===== config.mk =====
export PLATFORM = sky130hd
export DESIGN_NAME = md5_chunk_engine
export DESIGN_NICKNAME = d
export VERILOG_FILES = /design/src/rtl/md5_chunk_engine.sv
export SDC_FILE = /design/constraint.sdc
export NUM_CORES = 2
export LEC_CHECK = 0
export ABC_CLOCK_PERIOD_IN_PS = 47600
export CAP_MARGIN = 20
export CELL_PAD_IN_SITES_DETAIL_PLACEMENT = 0
export CELL_PAD_IN_SITES_GLOBAL_PLACEMENT = 1
export CORE_UTILIZATION = 45
export CTS_CLUSTER_DIAMETER = 120
export DETAILED_ROUTE_END_ITERATION = 8
export PLACE_DENSITY = 0.93
export RECOVER_POWER = 50
export SLEW_MARGIN = 10
export SYNTH_ARGS = -nofsm -noshare
export SYNTH_HDL_FRONTEND = slang
export SYNTH_SLANG_ARGS = --single-unit
export TNS_END_PERCENT = 20

===== constraint.sdc =====
create_clock -name clk -period 47.6 [get_ports clk]
set_clock_uncertainty 0.1 [all_clocks]
set_input_delay 9.52 -clock clk [delete_from_list [all_inputs] [get_ports clk]]
set_output_delay 9.52 -clock clk [all_outputs]
set_load 0.1 [all_outputs]

===== src/rtl/md5_chunk_engine.sv =====
// MD5 compression engine: one 512-bit chunk per handshake, chained over multi-chunk messages.
// Optional target comparator (target/match ports) is built when MD5_TARGET_MATCH_EN is defined.
module md5_chunk_engine #(
  parameter logic [31:0] INITA  = 32'h67452301,
  parameter logic [31:0] INITB  = 32'hefcdab89,
  parameter logic [31:0] INITC  = 32'h98badcfe,
  parameter logic [31:0] INITD  = 32'h10325476,
  parameter int          ROUNDS = 64,
  parameter int          SLOW   = 0
) (
  input  logic         clk,
  input  logic         reset,
  input  logic         in_valid,
  output logic         in_ready,
  input  logic [511:0] in_block,
  input  logic         in_last,
  output logic         out_valid,
  input  logic         out_ready,
  output logic [127:0] out_digest,
  output logic         busy
`ifdef MD5_TARGET_MATCH_EN
  ,
  input  logic [127:0] target,
  output logic         match
`endif
);

  // state  | meaning
  // IDLE   | waiting for a chunk, in_ready=1
  // CRUNCH | running steps 0..ROUNDS-1 on the latched chunk
  // FINAL  | fold working regs into chaining regs a0..d0
  // OUT    | digest presented until out_ready
  typedef enum logic [1:0] {IDLE, CRUNCH, FINAL, OUT} state_t;

  localparam logic [5:0] LAST_STEP = 6'(ROUNDS - 1);

  localparam logic [31:0] K_ROM [64] = '{
    32'hd76aa478, 32'he8c7b756, 32'h242070db, 32'hc1bdceee,
    32'hf57c0faf, 32'h4787c62a, 32'ha8304613, 32'hfd469501,
    32'h698098d8, 32'h8b44f7af, 32'hffff5bb1, 32'h895cd7be,
    32'h6b901122, 32'hfd987193, 32'ha679438e, 32'h49b40821,
    32'hf61e2562, 32'hc040b340, 32'h265e5a51, 32'he9b6c7aa,
    32'hd62f105d, 32'h02441453, 32'hd8a1e681, 32'he7d3fbc8,
    32'h21e1cde6, 32'hc33707d6, 32'hf4d50d87, 32'h455a14ed,
    32'ha9e3e905, 32'hfcefa3f8, 32'h676f02d9, 32'h8d2a4c8a,
    32'hfffa3942, 32'h8771f681, 32'h6d9d6122, 32'hfde5380c,
    32'ha4beea44, 32'h4bdecfa9, 32'hf6bb4b60, 32'hbebfbc70,
    32'h289b7ec6, 32'heaa127fa, 32'hd4ef3085, 32'h04881d05,
    32'hd9d4d039, 32'he6db99e5, 32'h1fa27cf8, 32'hc4ac5665,
    32'hf4292244, 32'h432aff97, 32'hab9423a7, 32'hfc93a039,
    32'h655b59c3, 32'h8f0ccc92, 32'hffeff47d, 32'h85845dd1,
    32'h6fa87e4f, 32'hfe2ce6e0, 32'ha3014314, 32'h4e0811a1,
    32'hf7537e82, 32'hbd3af235, 32'h2ad7d2bb, 32'heb86d391
  };

  // Shift amounts repeat every four steps within a round: indexed by {round, i[1:0]}.
  localparam logic [4:0] S_ROM [16] = '{
    5'd7, 5'd12, 5'd17, 5'd22, 5'd5, 5'd9,  5'd14, 5'd20,
    5'd4, 5'd11, 5'd16, 5'd23, 5'd6, 5'd10, 5'd15, 5'd21
  };

  state_t state, state_nxt;

  logic [511:0] blk;
  logic         last;
  logic [5:0]   i;
  logic         phase;
  logic [31:0]  a, b, c, d;
  logic [31:0]  a0, b0, c0, d0;
  logic [31:0]  sum_q;

  logic [31:0]  f, m, sum, rot_in, rot;
  logic [63:0]  rot_dbl;
  logic [3:0]   g;
  logic [4:0]   s;
  logic         step_en, done_step, accept;

  always_comb begin
    f = '0;
    g = '0;
    unique case (i[5:4])
      2'd0: begin f = (b & c) | (~b & d); g = i[3:0];                end
      2'd1: begin f = (d & b) | (~d & c); g = i[3:0] * 4'd5 + 4'd1; end
      2'd2: begin f = b ^ c ^ d;          g = i[3:0] * 4'd3 + 4'd5; end
      2'd3: begin f = c ^ (b | ~d);       g = i[3:0] * 4'd7;        end
    endcase
  end

  assign m       = blk[32*g +: 32];
  assign s       = S_ROM[{i[5:4], i[1:0]}];
  assign sum     = a + f + K_ROM[i] + m;
  // In the two-cycle mode the rotate-add consumes the registered sum.
  assign rot_in  = (SLOW != 0) ? sum_q : sum;
  assign rot_dbl = {rot_in, rot_in} << s;
  assign rot     = rot_dbl[63:32];

  assign step_en    = (state == CRUNCH) && ((SLOW == 0) || phase);
  assign done_step  = step_en && (i == LAST_STEP);
  assign accept     = (state == IDLE) && in_valid;
  assign out_digest = {d0, c0, b0, a0};

  always_ff @(posedge clk) begin
    if (reset) state <= IDLE;
    else       state <= state_nxt;
  end

  always_comb begin
    state_nxt = state;
    in_ready  = 1'b0;
    out_valid = 1'b0;
    busy      = 1'b1;
    case (state)
      IDLE: begin
        in_ready = 1'b1;
        busy     = 1'b0;
        if (in_valid) state_nxt = CRUNCH;
      end
      CRUNCH: if (done_step) state_nxt = FINAL;
      FINAL:  state_nxt = last ? OUT : IDLE;
      OUT: begin
        out_valid = 1'b1;
        if (out_ready) state_nxt = IDLE;
      end
      default: state_nxt = IDLE;
    endcase
  end

  always_ff @(posedge clk) begin
    if (reset) begin
      a0    <= INITA;
      b0    <= INITB;
      c0    <= INITC;
      d0    <= INITD;
      i     <= '0;
      phase <= 1'b0;
    end else begin
      case (state)
        IDLE: if (accept) begin
          i     <= '0;
          phase <= 1'b0;
        end
        CRUNCH: begin
          if (step_en) begin
            i     <= i + 6'd1;
            phase <= 1'b0;
          end else begin
            phase <= 1'b1;
          end
        end
        FINAL: begin
          a0 <= a0 + a;
          b0 <= b0 + b;
          c0 <= c0 + c;
          d0 <= d0 + d;
        end
        OUT: if (out_ready) begin
          a0 <= INITA;
          b0 <= INITB;
          c0 <= INITC;
          d0 <= INITD;
        end
        default: ;
      endcase
    end
  end

  always_ff @(posedge clk) begin
    if (accept) begin
      blk  <= in_block;
      last <= in_last;
      a    <= a0;
      b    <= b0;
      c    <= c0;
      d    <= d0;
    end else if (step_en) begin
      a <= d;
      b <= b + rot;
      c <= b;
      d <= c;
    end
    if ((state == CRUNCH) && !step_en) sum_q <= sum;
  end

`ifdef MD5_TARGET_MATCH_EN
  always_ff @(posedge clk) begin
    if (reset)
      match <= 1'b0;
    else if ((state == FINAL) && last)
      match <= ({d0 + d, c0 + c, b0 + b, a0 + a} == target);
    else if ((state == OUT) && out_ready)
      match <= 1'b0;
  end
`endif

endmodule


======== Word level (Yosys, flattened, before mapping) ========
Memories as Yosys holds them, arrays and structs flattened.
Cells that the tools add are included.
storage, ports and cells
  input port bits ......................... 517
  bits in read-only memories .............. 2128
  memories kept ........................... 2
  word-level logic and storage cells ...... 99
  bits in registers ....................... 777
memory list
  name             depth  width  read ports  clocked after memory_dff  write ports  RTL line  source
  (no name shown)  64     32     1           0                         0            91        assign sum = a + f + K_ROM[i] + m;
  (no name shown)  16     5      1           0                         0            90        assign s = S_ROM[{i[5:4], i[1:0]}];
cells by class
  shifts and indexed selects .............. 2
  multiplexer cells ....................... 32
  equal/unequal tests ..................... 11
  multipliers ............................. 3
  bitwise logic cells ..................... 14
  add/sub/neg operators ................... 11
  reductions and logical operators ........ 10
  magnitude comparators ................... 2
operator list
  kind                                                      count
  indexed part select 512 x 10 -> 32 bit                    1
  2-to-1 mux 32 bit                                         14
  adder 32 bit                                              8
  case mux 32 bit (2 select lines)                          4
  bitwise AND 32 bit                                        4
  case mux 32 bit (4 select lines)                          1
  OR 32 bit                                                 3
  bitwise XOR 32 bit                                        3
  inverter 32 bit                                           2
  left shift 64 x 5 -> 64 bit                               1
  case mux 4 bit (4 select lines)                           1
  case mux 6 bit (2 select lines)                           1
  2-to-1 mux 5 bit                                          2
  == test 2 bit, second input constant                      4
  multiplier 4 x 3 -> 4 bit, second input constant          2
  2-to-1 mux 2 bit                                          4
  case mux 2 bit (4 select lines)                           1
  greater-or-equal comparator 7 bit, second input constant  1
  inverter 6 -> 7 bit                                       1
  adder 6 x 1 -> 6 bit, second input constant               1
  == test 6 bit, second input constant                      1
  2-to-1 mux 6 bit                                          1
  inequality test 2 bit, second input constant              3
  nonzero test 2 bit                                        3
  12 further kinds                                          18

======== Logic depth before layout (Yosys ltp) ========
  word-level depth ........................ 11
  depth in mapped cells ................... 46

======== Worst setup path after synthesis ========
OpenSTA, ideal clock, no wires.
  path kind ............................... input-to-reg
  from .................................... input port in_valid
  to ...................................... register blk[0], enable pin
  library setup time ...................... 1.078 ns
  data required time ...................... 46.422 ns
  arrival time ............................ 24.060 ns
  path slack .............................. 22.362 ns
  stages .................................. 4
  cell sequence ........................... nand2_1 -> inv_1 -> clkbuf_1 -> clkbuf_1
between the ends
  word-level cells in the longest chain between the ends .. 1
ends and longest elaborated chain
  item                  RTL line  source
  start, declared       13        input logic in_valid,
  logical AND 1 bit     99        assign accept = (state == IDLE) && in_valid;
  net accept            76        logic step_en, done_step, accept;
  end signal, assigned  169       blk <= in_block;
  end, declared         64        logic [511:0] blk;
The timed path passes the listed nets, and every way through them passes these cells.
A chain may end at the register's enable or synchronous reset.

======== Worst setup path after layout ========
  from .................................... input port in_valid
  to ...................................... register blk[442], enable pin
between the ends
  word-level cells in the longest chain between the ends .. 1
ends and longest elaborated chain
  item               RTL line
  logical AND 1 bit  99
Every way passes these cells.

==> qor.txt <==
======================================================================================
Worst setup slack before clock tree synthesis                                 33.84 ns
First-pass iteration count of the detailed router                                    6
Vias per std cell                                                                 6.11
Residual overflow from global routing                                                0
Failing checks                                                            capacitance limit, slew limit
TritonCTS clock tree                                                              done
Horizontal extent of the die                                                    325 µm
Via count                                                                        39500
Max-slew headroom at the worst pin                                               -250%
Netlist area before placement                                                46900 µm²
Seq cells post-synth                                                               777
Arr. time, crit path                                                          19.33 ns
Net Count, Synth                                                                  5223
Final setup viols                                                                    0
Maximum capacitance violations                                                       8
Area growth, synth to finish                                                     23.4%
Post-layout worst setup margin                                                28.50 ns
Number of hold buffers added after cts                                               0
Core outline area                                                           103000 µm²
Highest-count cells in the layout ignoring fill and taps                  sky130_fd_sc_hd__nand2_1 (704), sky130_fd_sc_hd__edfxtp_1 (641), sky130_fd_sc_hd__dlygate4sd3_1 (515), sky130_fd_sc_hd__nor2_1 (293), sky130_fd_sc_hd__a21oi_1 (278)
Remaining design rule violation count                                                0
Setup Buffers After CTS                                                              0
Most frequently used flop master after synthesis                          sky130_fd_sc_hd__edfxtp_1
HPWL after detailed placement                                                   134 mm
Final number of max-transition violations                                          537
Class of the worst hold path                                              flop to flop
Clock root buffer master                                                  sky130_fd_sc_hd__clkbuf_16
Port bufs                                                                          647
Largest buffer count on any clock path                                               3
Final critical path time including I/O delays and setup                       19.10 ns
Delay of the slowest cell on the worst path                                    5.13 ns
Dominant cell type by count on the critical path                          sky130_fd_sc_hd__buf_4
Number of synthesized flops with an enable pin                                     641
Accumulated negative setup slack                                                  0 ns
Post-Route WL                                                                   180 mm
Synth top area cells                                                      sky130_fd_sc_hd__edfxtp_1 (41%), sky130_fd_sc_hd__ha_1 (6.8%), sky130_fd_sc_hd__mux4_2 (6.3%)
Min-delay src                                                                   c0[29]
Top-area cell type share of the netlist area                                     41.0%
First-pass GRT wire length                                                      255 mm
Largest net degree at the start of global routing                                  179
Via count of the first global-routing pass                                       37700
Leakage power                                                                  22.1 nW
Chip height                                                                     325 µm
Startpoint of the lowest-slack register-to-register path                          i[1]
Number of different library cells in the post-synthesis netlist                     83
Unrepaired setup endpoints after global routing                                     no
Detailed-route wire length per cell                                            27.8 µm
Worst Setup Path Type                                                     primary input to flop
Cell chain of the critical path                                           dlygate4sd3_1 > nand2_1 > clkinvlp_2 > buf_4 > buf_16 > buf_4
Number of cell instances on the worst register-to-register path                     41
Final number of hold-violating endpoints                                             0
Weighted congestion reported at the end of routability-driven placement          0.978
Initial Utilization                                                              45.4%
Share of final-layout standard cells stronger than drive strength 1              7.58%
Transition time at the pin with the least slew margin                          5.23 ns
Required @ worst endpoint                                                     47.83 ns
Share of the clock period used by the worst path after layout                    40.1%
Clock sink count                                                                   777
Total CTS buffers                                                                   85
Power Dens Cells                                                           71.3 nW/µm²
Launching element type of the critical path                               primary input
Maximum vdd drop                                                             0.0782 mV
Max Clock Freq                                                                52.4 MHz
Capturing point of the worst reg2reg path                                        b[31]
Synthesized instance count                                                        4379
Number of cells on the worst hold path                                               2
Leading cell type in the layout, fill and taps excluded                   sky130_fd_sc_hd__nand2_1
Cell with the largest stage delay on the worst path                       sky130_fd_sc_hd__clkinvlp_2
Final-stage net count                                                             5790
Total Die Area                                                              106000 µm²
Syn_area_per_cell                                                             10.7 µm²
CTS resizes                                                                          0
GRT Util Overall                                                                 33.0%
Library cell occupying the most area in the post-synthesis netlist        sky130_fd_sc_hd__edfxtp_1
Kind of capture point of the worst setup path                                     flop
Max H-tree Level                                                                     3
Number of buffers and inverters on the critical path                                 5
Endpoint with the worst hold slack                                              c0[29]
Proportion of synthesized flip-flops having asynchronous set or reset               0%
Critical-path maximum fanout                                                       143
Fill cells                                                                        8748
Setup slack on the worst flop-to-flop path                                    34.45 ns
Number of routed nets with antenna violations                                        0
Clock insertion delay at the later pin of the skew report                      0.72 ns
Family with the most delay on the worst path                              buffers and inverters
Number of top-level pins                                                           648
Sequential share of the synthesized area                                         46.9%
Ys Warns                                                                             0
Clock transition at path regs                                                  0.06 ns
Number of antenna violations at the first check in global routing                   85
Run status                                                                finished, violations left
Row Count                                                                          118
1st-iter DRT viols                                                                4555
======================================================================================
==> logic make-up (layout without fill, tap and decap cells) <==
logic type / Yosys count / after routing / synth area share (%)
AO/OA/AOI/OAI: 1119 / 1119 / 15.6
XOR/XNOR: 200 / 200 / 3.78
adder cells (fa/ha/maj): 327 / 327 / 9.88
buffers and inverters: 379 / 1014 / 3.08
flip-flops: 777 / 777 / 46.9
multiplexers: 233 / 233 / 8.57
other: 0 / 63 / 0
AND/OR/NAND/NOR: 1344 / 1344 / 12.3
==> sequential cells by signal, indices dropped and copies added, names as in the netlist <==
name   cells
blk      512
a0        32
a         32
b0        32
b         32
c0        32
c         32
d0        32
d         32
i          6
state      2
last       1
==> final cells by class <==
| type | count | area (µm²) | share of cell area (%) |
|---|---|---|---|
| Timing Repair Buffer | 705 | 6940 | 12.0 |
| Clock inverter | 55 | 753 | 1.30 |
| Multi-Input combinational cell | 3223 | 23600 | 40.7 |
| Tap cell | 1380 | 1730 | 2.98 |
| Clock buffer | 100 | 2190 | 3.79 |
| Antenna cell | 63 | 158 | 0.272 |
| Sequential cell | 777 | 22000 | 38.0 |
| Inverter | 154 | 579 | 1.00 |
==> report_power, final <==
part	switching (mW)	internal, mW
registers	0.102	0.848
logic	1.44	1.03
clock network	0.302	0.401
total	1.85	2.28
==> per-layer routing <==
layer | track usage [%] | up-vias | routed length (µm)
met1 | 40.6 | 19300 | 67400
met2 | 54.5 | 2167 | 85500
met4 | 18.7 | 10 | 11400
met5 | 0 | - | 66
li1 | - | 17500 | -
met3 | 6.34 | 485 | 15300
==> per-stage QoR <==
stage	hold WS, ns	instances	utilization, %	area, µm²	total power [mW]
after floorplan	0.434	4379	-	46900	2.74
after detailed placement	0.414	6238	53.0	54800	3.37
after CTS	0.423	6393	55.9	57700	4.08
after global routing	0.460	6441	56.0	57800	4.39
after global placement	0.411	6238	53.0	54800	3.34
final	0.413	6457	56.0	57900	4.13
==> cell usage after synthesis, types with 26 or more instances <==
library cell / instances
sky130_fd_sc_hd__o22ai_1: 59
sky130_fd_sc_hd__and2_1: 39
sky130_fd_sc_hd__nand2b_1: 56
sky130_fd_sc_hd__xor2_1: 67
sky130_fd_sc_hd__a21o_1: 56
sky130_fd_sc_hd__buf_1: 41
sky130_fd_sc_hd__clkbuf_1: 172
sky130_fd_sc_hd__a21oi_1: 279
sky130_fd_sc_hd__o211ai_1: 29
sky130_fd_sc_hd__dfxtp_1: 136
sky130_fd_sc_hd__a211oi_1: 68
sky130_fd_sc_hd__o21bai_1: 26
sky130_fd_sc_hd__o2111ai_1: 39
sky130_fd_sc_hd__a22oi_1: 43
sky130_fd_sc_hd__edfxtp_1: 641
sky130_fd_sc_hd__inv_1: 150
sky130_fd_sc_hd__xnor2_1: 131
sky130_fd_sc_hd__mux2i_1: 73
sky130_fd_sc_hd__a221o_1: 33
sky130_fd_sc_hd__mux2_2: 28
sky130_fd_sc_hd__ha_1: 255
sky130_fd_sc_hd__mux4_2: 132
sky130_fd_sc_hd__fa_1: 72
sky130_fd_sc_hd__o21a_1: 45
sky130_fd_sc_hd__nand3_1: 87
sky130_fd_sc_hd__nand2_1: 705
sky130_fd_sc_hd__o21ai_0: 224
sky130_fd_sc_hd__nor3_1: 63
sky130_fd_sc_hd__nor2_1: 294
sky130_fd_sc_hd__a31oi_1: 63
==> worst max-delay path by stage <==
stage / end / cells after the start / slack (ns) / start
6_report: blk[442] / 6 / 28.50 / in_valid
5_1_grt: blk[153] / 6 / 27.79 / in_valid
4_1_cts: blk[410] / 5 / 34.56 / in_valid
3_5_place_dp: blk[181] / 5 / 33.84 / in_valid
3_3_place_gp: blk[149] / 5 / 33.92 / in_valid
2_1_floorplan: blk[0] / 4 / 22.36 / in_valid
==> worst reg2reg max path, delay by kind of cell (launching register included) <==
kind	cells	cell delay, ns
flip-flops	1	0.33
AO/OA/AOI/OAI	19	4.91
adder cells (fa/ha/maj)	5	2.37
AND/OR/NAND/NOR	7	1.36
XOR/XNOR	2	0.31
multiplexers	3	1.24
buffers and inverters	5	2.06
Note: power is estimated with default switching activity, not from simulation.
